## src/rtl/pc_gen_pkg.sv

```systemverilog
// pc_gen_pkg: shared types and constants for the next-PC generator.
//   fsm_e       : fetch FSM states (HALT, RUN, BUBBLE)
//   redir_src_e : winning redirect source for the current cycle
//   INSTR_BYTES : bytes per instruction (fixed 32-bit instructions)
//   BCNT_W      : width of the refill-bubble counter (covers 0..15)
package pc_gen_pkg;

    typedef enum logic [1:0] {
        HALT   = 2'd0,
        RUN    = 2'd1,
        BUBBLE = 2'd2
    } fsm_e;

    typedef enum logic [1:0] {
        NONE  = 2'd0,
        FLUSH = 2'd1,
        JUMP  = 2'd2,
        BP    = 2'd3
    } redir_src_e;

    localparam int INSTR_BYTES = 4;
    localparam int BCNT_W      = 4;

endpackage

```

## src/rtl/pc_ras.sv

```systemverilog
// pc_ras: circular return-address stack used for return prediction.
// Ports:
//   clk, reset : clock, synchronous active-high reset (empties the stack)
//   push       : write push_pc as the new top
//   push_pc    : return address to push
//   pop        : remove the current top (ignored when empty)
//   top        : current top entry (meaningless when empty)
//   empty      : no valid entries
// Push and pop in the same cycle replace the top entry in place.
// Pushing when full overwrites the oldest entry (the write pointer just wraps).
module pc_ras
    import pc_gen_pkg::*;
#(
    parameter int XLEN  = 32,
    parameter int DEPTH = 4
) (
    input  logic            clk,
    input  logic            reset,
    input  logic            push,
    input  logic [XLEN-1:0] push_pc,
    input  logic            pop,
    output logic [XLEN-1:0] top,
    output logic            empty
);

    localparam int PW = (DEPTH > 1) ? $clog2(DEPTH) : 1;
    localparam logic [PW:0] FULL = (PW+1)'(DEPTH);

    logic [XLEN-1:0] mem [DEPTH];
    logic [PW-1:0]   ptr_q;     // next free slot; top lives at ptr_q-1
    logic [PW:0]     cnt_q;     // number of valid entries, saturates at DEPTH
    logic [PW-1:0]   top_idx;

    assign top_idx = ptr_q - 1'b1;
    assign empty   = (cnt_q == '0);
    assign top     = mem[top_idx];

    always_ff @(posedge clk) begin
        if (reset) begin
            ptr_q <= '0;
            cnt_q <= '0;
        end else if (push && pop && !empty) begin
            mem[top_idx] <= push_pc;
        end else if (push) begin
            mem[ptr_q] <= push_pc;
            ptr_q      <= ptr_q + 1'b1;
            if (cnt_q != FULL) begin
                cnt_q <= cnt_q + 1'b1;
            end
        end else if (pop && !empty) begin
            ptr_q <= ptr_q - 1'b1;
            cnt_q <= cnt_q - 1'b1;
        end
    end

endmodule

```

## src/rtl/pc_gen_unit.sv

```systemverilog
// pc_gen_unit: next-PC generator for the IF stage.
// Emits aligned fetch groups of FETCH_W 32-bit instructions and arbitrates
// redirects with priority flush > jump > predictor, inserting REDIRECT_BUBBLE
// valid-low cycles after every redirect.
// Optional feature macro: PC_RAS_EN (adds a RAS_DEPTH-entry return-address
// stack; predicted returns take their target from the stack top).
// Ports:
//   clk, reset            : clock, synchronous active-high reset
//   enable_i              : 0 halts fetch
//   init_pc_i             : PC loaded on reset (bits [1:0] dropped)
//   flush_valid_i/pc_i    : backend flush request and target
//   jump_valid_i/pc_i     : decode jump request and target
//   bp_taken_i/target_i   : predictor taken flag and target for the current group
//   ras_push_i/push_pc_i  : push a return address (PC_RAS_EN only)
//   ras_pop_i             : predicted branch is a return (PC_RAS_EN only)
//   out_ready_i           : IF accepts the current group
//   out_valid_o           : pc_o / fetch_mask_o valid
//   pc_o                  : group PC, word aligned
//   fetch_mask_o          : per-lane valid for lanes at or above pc_o
//   redirect_o            : one-cycle pulse after a redirect was taken
//
// Handshake: a group transfers on a cycle where out_valid_o and out_ready_i
// are both 1. While out_valid_o=1 and out_ready_i=0, pc_o, fetch_mask_o and
// out_valid_o stay stable; only a flush or jump may change them. The
// predictor inputs are only looked at on a transfer cycle.
module pc_gen_unit
    import pc_gen_pkg::*;
#(
    parameter int XLEN            = 32,
    parameter int FETCH_W         = 2,
    parameter int REDIRECT_BUBBLE = 1,
    parameter int RAS_DEPTH       = 4
) (
    input  logic               clk,
    input  logic               reset,
    input  logic               enable_i,
    input  logic [XLEN-1:0]    init_pc_i,
    input  logic               flush_valid_i,
    input  logic [XLEN-1:0]    flush_pc_i,
    input  logic               jump_valid_i,
    input  logic [XLEN-1:0]    jump_pc_i,
    input  logic               bp_taken_i,
    input  logic [XLEN-1:0]    bp_target_i,
    input  logic               ras_push_i,
    input  logic [XLEN-1:0]    ras_push_pc_i,
    input  logic               ras_pop_i,
    input  logic               out_ready_i,
    output logic               out_valid_o,
    output logic [XLEN-1:0]    pc_o,
    output logic [FETCH_W-1:0] fetch_mask_o,
    output logic               redirect_o
);

    localparam logic [XLEN-1:0]   GROUP_BYTES = XLEN'(FETCH_W * INSTR_BYTES);
    localparam logic [XLEN-1:0]   GROUP_OFFS  = GROUP_BYTES - XLEN'(1);
    localparam logic [XLEN-1:0]   INSTR_OFFS  = XLEN'(INSTR_BYTES - 1);
    localparam logic [BCNT_W-1:0] BUBBLE_LOAD =
        (REDIRECT_BUBBLE > 0) ? BCNT_W'(REDIRECT_BUBBLE - 1) : '0;

    function automatic logic [XLEN-1:0] word_align(input logic [XLEN-1:0] a);
        return a & ~INSTR_OFFS;
    endfunction

    fsm_e              state_q, state_d;
    logic [BCNT_W-1:0] cnt_q, cnt_d;
    logic [XLEN-1:0]   pc_q, pc_d;
    logic              redirect_q, redirect_d;

    logic              handshake;
    logic              accept;
    logic              bp_fire;
    redir_src_e        redir_src;
    logic [XLEN-1:0]   redir_pc;
    logic [XLEN-1:0]   bp_pc;
    logic              ras_pop_hit;
    logic [XLEN-1:0]   ras_top;
    logic              ras_empty;

    // A transfer while enable_i is low is the in-flight group being
    // discarded, so it neither advances the PC nor consults the predictor.
    assign handshake = out_valid_o & out_ready_i;
    assign accept    = handshake & enable_i;
    assign bp_fire   = accept & bp_taken_i;

    always_comb begin
        redir_src = NONE;
        if (flush_valid_i) begin
            redir_src = FLUSH;
        end else if (jump_valid_i) begin
            redir_src = JUMP;
        end else if (bp_fire) begin
            redir_src = BP;
        end
    end

    // Only a predictor redirect that actually wins arbitration pops the stack.
    assign ras_pop_hit = (redir_src == BP) & ras_pop_i & ~ras_empty;
    assign bp_pc       = ras_pop_hit ? ras_top : bp_target_i;

`ifdef PC_RAS_EN
    pc_ras #(
        .XLEN  (XLEN),
        .DEPTH (RAS_DEPTH)
    ) u_ras (
        .clk     (clk),
        .reset   (reset),
        .push    (ras_push_i),
        .push_pc (ras_push_pc_i),
        .pop     (ras_pop_hit),
        .top     (ras_top),
        .empty   (ras_empty)
    );
`else
    logic unused_ras_cfg;
    assign ras_top        = '0;
    assign ras_empty      = 1'b1;
    assign unused_ras_cfg = ^{ras_push_i, ras_push_pc_i, (RAS_DEPTH > 0)};
`endif

    always_comb begin
        case (redir_src)
            FLUSH:   redir_pc = flush_pc_i;
            JUMP:    redir_pc = jump_pc_i;
            BP:      redir_pc = bp_pc;
            default: redir_pc = pc_q;
        endcase
    end

    // State register
    always_ff @(posedge clk) begin
        if (reset) begin
            state_q    <= HALT;
            cnt_q      <= '0;
            pc_q       <= word_align(init_pc_i);
            redirect_q <= 1'b0;
        end else begin
            state_q    <= state_d;
            cnt_q      <= cnt_d;
            pc_q       <= pc_d;
            redirect_q <= redirect_d;
        end
    end

    // Next-state logic. A redirect overrides whatever the FSM would do and,
    // when taken during BUBBLE, reloads the counter from the top.
    always_comb begin
        state_d    = state_q;
        cnt_d      = cnt_q;
        pc_d       = pc_q;
        redirect_d = 1'b0;
        if (redir_src != NONE) begin
            pc_d       = word_align(redir_pc);
            redirect_d = 1'b1;
            if (REDIRECT_BUBBLE > 0) begin
                state_d = BUBBLE;
                cnt_d   = BUBBLE_LOAD;
            end else begin
                state_d = enable_i ? RUN : HALT;
            end
        end else begin
            case (state_q)
                HALT: begin
                    if (enable_i) begin
                        state_d = RUN;
                    end
                end
                RUN: begin
                    if (!enable_i) begin
                        state_d = HALT;
                    end else if (accept) begin
                        pc_d = (pc_q & ~GROUP_OFFS) + GROUP_BYTES;
                    end
                end
                BUBBLE: begin
                    if (!enable_i) begin
                        state_d = HALT;
                    end else if (cnt_q == '0) begin
                        state_d = RUN;
                    end else begin
                        cnt_d = cnt_q - 1'b1;
                    end
                end
                default: state_d = HALT;
            endcase
        end
    end

    // Outputs. A lane is valid when its address is at or above pc_o within
    // the aligned group, which masks the leading lanes of an unaligned entry.
    always_comb begin
        out_valid_o  = (state_q == RUN);
        pc_o         = pc_q;
        redirect_o   = redirect_q;
        fetch_mask_o = '0;
        if (state_q == RUN) begin
            for (int i = 0; i < FETCH_W; i++) begin
                fetch_mask_o[i] =
                    ((pc_q & ~GROUP_OFFS) + XLEN'(i * INSTR_BYTES)) >= pc_q;
            end
        end
    end

endmodule

```

## config.mk

```make
export PLATFORM = sky130hd
export DESIGN_NAME = pc_gen_unit
export DESIGN_NICKNAME = d
export VERILOG_FILES = /design/src/rtl/pc_gen_pkg.sv /design/src/rtl/pc_ras.sv /design/src/rtl/pc_gen_unit.sv
export SDC_FILE = /design/constraint.sdc
export NUM_CORES = 1
export LEC_CHECK = 0
export BUFFER_PORTS_ARGS = -buffer_cell sky130_fd_sc_hd__buf_2
export CAP_MARGIN = 25
export CORE_AREA = 2 2 93 95
export DETAILED_ROUTE_END_ITERATION = 10
export DIE_AREA = 0 0 95 97
export PLACE_DENSITY_LB_ADDON = 0.1
export SLEW_MARGIN = 40
export SYNTH_ARGS = -nofsm -noshare
export SYNTH_HDL_FRONTEND = slang
export SYNTH_SLANG_ARGS = --single-unit
```

## constraint.sdc

```tcl
create_clock -name clk -period 1.99 [get_ports clk]
set_clock_uncertainty 0.1 [all_clocks]
set_input_delay 0.0995 -clock clk [delete_from_list [all_inputs] [get_ports clk]]
set_output_delay 0.0995 -clock clk [all_outputs]
set_load 0.005 [all_outputs]
```

==> impl_metrics.json <==
{
  "die_w_um": 95,
  "seq_power_share_pct": 39.6,
  "timing.final.crit_share_pct": 103,
  "synthCells": 377,
  "syn-cell-area_sq_um": 3090,
  "dp_hpwl_um": 9090,
  "total_leakage_power_nw": 2.09,
  "overflow": 0,
  "synthDistinctLibCells": 55,
  "viasPerCell": 5.59,
  "hp-class": "primary input to flip-flop",
  "htree_levels": 2,
  "synth_seq_area_share_pct": 33.7,
  "r2r_setup_slack_ns": -0.06,
  "setup_slack_ns": -0.0556,
  "drt-initial-drc-count": 169,
  "crit_arrival_ns": 2.10,
  "core_area_sq_um": 8130,
  "num-fill-cells": 803,
  "reg2reg_from": "pc_o[9]$_DFFE_PP_",
  "end_kind": "flip-flop",
  "io_buffers": 160,
  "start_util_pct": 38.0,
  "ys_warn_count": 0,
  "clkTransAtPathRegs_ns": 0.09,
  "start_kind": "flip-flop",
  "p_sw_uw": 742,
  "antennaDiodeCount": 0,
  "drv_slew": 0,
  "p_int_mw": 1.73,
  "synth_edf_count": 30,
  "track_usage_pct": 24.0,
  "p_sw_share_pct": 30.1,
  "setup_viol": 2,
  "max_stage_delay_ns": 0.59,
  "drt_pass1_iterations": 4,
  "period_minus_slack_ns": 2.05,
  "worstPathMaxFanout": 9,
  "drive_gt1_share_pct": 41.0,
  "peakVddDrop_mv": 0.274,
  "worstPathRequired_ns": 2.05,
  "grt_pass1_vias": 3444,
  "finalNetCount": 746,
  "route.vias.total": 3805,
  "crit_slowest_cell": "or4_4",
  "cts.sinks": 37,
  "max_slew.worst_pin.slew_ns": 0.547,
  "ant_nets": 0,
  "num_rows": 33,
  "startpoint": "pc_o[9]$_DFFE_PP_",
  "ios": 205,
  "preCtsSetupSlack_ns": -0.175,
  "clockBufferDepth": 2,
  "powerDensity_nw_per_um2": 540,
  "violations": "setup timing",
  "worstSkewPairLatency_ns": 0.30,
  "maxCapViolations": 0,
  "place_congestion": 0.928,
  "critical_path.endpoint": "pc_o[23]$_DFFE_PP_",
  "ys_seq_elements": 37,
  "root_buffer": "clkbuf_8",
  "max_freq_mhz": 489,
  "synth_top_flop_cell": "edfxtp_1",
  "syn_to_final_growth_pct": 47.8,
  "cts_tree": "done",
  "pwr-share-clk_pct": 29.0,
  "path_class": "flip-flop to flip-flop",
  "cts_buffers": 5,
  "fin_tns_setup_ns": -0.0582,
  "grt_max_degree": 54,
  "grt_pass1_wl_um": 17200,
  "wl_um": 11400,
  "slew_headroom_pct": 63.4,
  "grt_setup_unrepaired": "true",
  "p_comb_share_pct": 31.4,
  "r2r_cells": 4,
  "drt-wirelength-per-cell_um": 16.7,
  "outcome": "complete, but fails checks",
  "hold_viol": 0,
  "die-area_sq_um": 9220,
  "path_cells": "nand4_1 -> or4_4 -> or4_1 -> a31oi_1",
  "async_reset_ff_share_pct": 0,
  "syn_avg_cell_area_sq_um": 8.19,
  "drc_errors": 0,
  "r2r_end": "pc_o[23]$_DFFE_PP_",
  "die_y_um": 97,
  "antenna_found_initial": 0
}
## cells in the final DEF, fill, tap and decap left out, types with 5 or more instances in the layout
cell type / synthesis / layout
dfxtp_1: 7 / 7
buf_2: 2 / 160
edfxtp_1: 30 / 30
a21oi_1: 13 / 13
nand2_1: 31 / 30
nor2_1: 14 / 14
o22ai_1: 16 / 16
or4_1: 10 / 8
a221o_1: 13 / 13
clkbuf_8: 0 / 6
o21ai_0: 6 / 6
buf_4: 3 / 53
nor3_1: 8 / 8
xnor2_1: 8 / 8
nor2b_1: 14 / 14
inv_1: 37 / 37
nand3_1: 20 / 19
a221oi_1: 12 / 11
o31ai_1: 11 / 11
a311oi_1: 8 / 8
xor2_1: 5 / 5
dlygate4sd3_1: 0 / 5
a31oi_1: 21 / 21
## synthesized netlist by cell type, types with 4 or more instances
cell type,number,share of area (%)
a211oi_1,4,0.97
a21oi_1,13,2.1
a221o_1,13,4.2
a221oi_1,12,3.4
a311oi_1,8,2.3
a31oi_1,21,4.3
and3_1,5,1.0
and4_1,4,1.1
clkbuf_1,25,3.0
dfxtp_1,7,4.5
edfxtp_1,30,29
inv_1,37,4.5
nand2_1,31,3.8
nand3_1,20,3.2
nand4_1,4,0.81
nor2_1,14,1.7
nor2b_1,14,2.8
nor3_1,8,1.3
o21ai_0,6,0.97
o22ai_1,16,3.2
o31ai_1,11,2.7
or3_1,4,0.81
or4_1,10,2.4
xnor2_1,8,2.3
xor2_1,5,1.4
## final cells by class
type	instances	area, sq um	share of cell area [%]
multi-input combinational	271	1800	39.5
timing repair buffer	223	1330	29.2
sequential	37	1040	22.8
inverter	37	139	3.04
tap	105	131	2.88
clock buffer	6	82.6	1.81
clock inverter	2	37.5	0.822
## logic make-up (layout without fill, tap and decap cells)
group                    after synthesis  after routing  share of synthesized area, %
buffers and inverters                 70            268                          8.95
XOR/XNOR                              13             13                          3.69
AND/OR/NAND/NOR                      128            128                          22.6
multiplexers                           2              2                         0.648
adder cells (fa/ha/maj)                2              2                         0.810
AO/OA/AOI/OAI                        124            124                          29.4
flip-flops                            37             37                          33.7
other                                  1              2                         0.121
## power by group through the flow
stage          Clock (mW)  Combinational (mW)  Sequential (mW)
6_report            0.715               0.775            0.978
5_1_grt             0.743               0.854            0.989
4_1_cts             0.717               0.768            0.978
3_5_place_dp            0               0.753            0.995
3_3_place_gp            0               0.744            0.993
2_1_floorplan           0               0.303             1.02
## routing by layer
metal  vias up  GRT usage (%)  routed length, um
li1       1850              -                  -
met1      1774           33.8               5050
met2       160           35.6               5200
met3        21           6.07                909
met4         0           7.92                221
met5         -              0                  0
## critical path: cells and delay by family, from the launching register on
family | cells | cell delay (ns)
and+or+nand+nor | 3 | 1.27
DFF | 1 | 0.36
AOI/OAI and AO/OA | 1 | 0.17
## stage by stage
| stage | util (%) | cell area, sq um | std cells | hold slack [ns] | power, mW |
|---|---|---|---|---|---|
| 3_5_place_dp | 53.3 | 4340 | 664 | 0.270 | 1.75 |
| 6_report | 56.1 | 4570 | 681 | 0.0164 | 2.47 |
| 3_3_place_gp | 53.3 | 4340 | 664 | 0.260 | 1.74 |
| 2_1_floorplan | - | 3100 | 378 | 0.125 | 1.33 |
| 4_1_cts | 55.7 | 4530 | 679 | 0.0125 | 2.46 |
| 5_1_grt | 56.1 | 4570 | 681 | 0.0152 | 2.59 |
## registers in the layout, summed over array words and instances, names as in the netlist
name        flops
pc_o           30
cnt_q           4
redirect_o      1
state_q         2
## what timing repair did
action,in CTS,in global routing
setup buffers,2,3
setup endpoints to repair,9,13
endpoints found under the hold margin,5,0
pin swaps,1,5
hold buffers,5,0
resized for setup,2,5
cloned,0,0
## how the worst min path moves through the flow
stage	start	end	slack, ns	cells after the start
after floorplan	enable_i	state_q[0]$_SDFFE_PP0P_	0.13	2
after global placement	enable_i	state_q[0]$_SDFFE_PP0P_	0.26	3
after detailed placement	enable_i	state_q[0]$_SDFFE_PP0P_	0.27	3
after CTS	init_pc_i[4]	pc_o[4]$_DFFE_PP_	0.01	2
after global routing	init_pc_i[9]	pc_o[9]$_DFFE_PP_	0.02	2
final	init_pc_i[9]	pc_o[9]$_DFFE_PP_	0.02	2
Note: power is estimated with default switching activity, not from simulation.
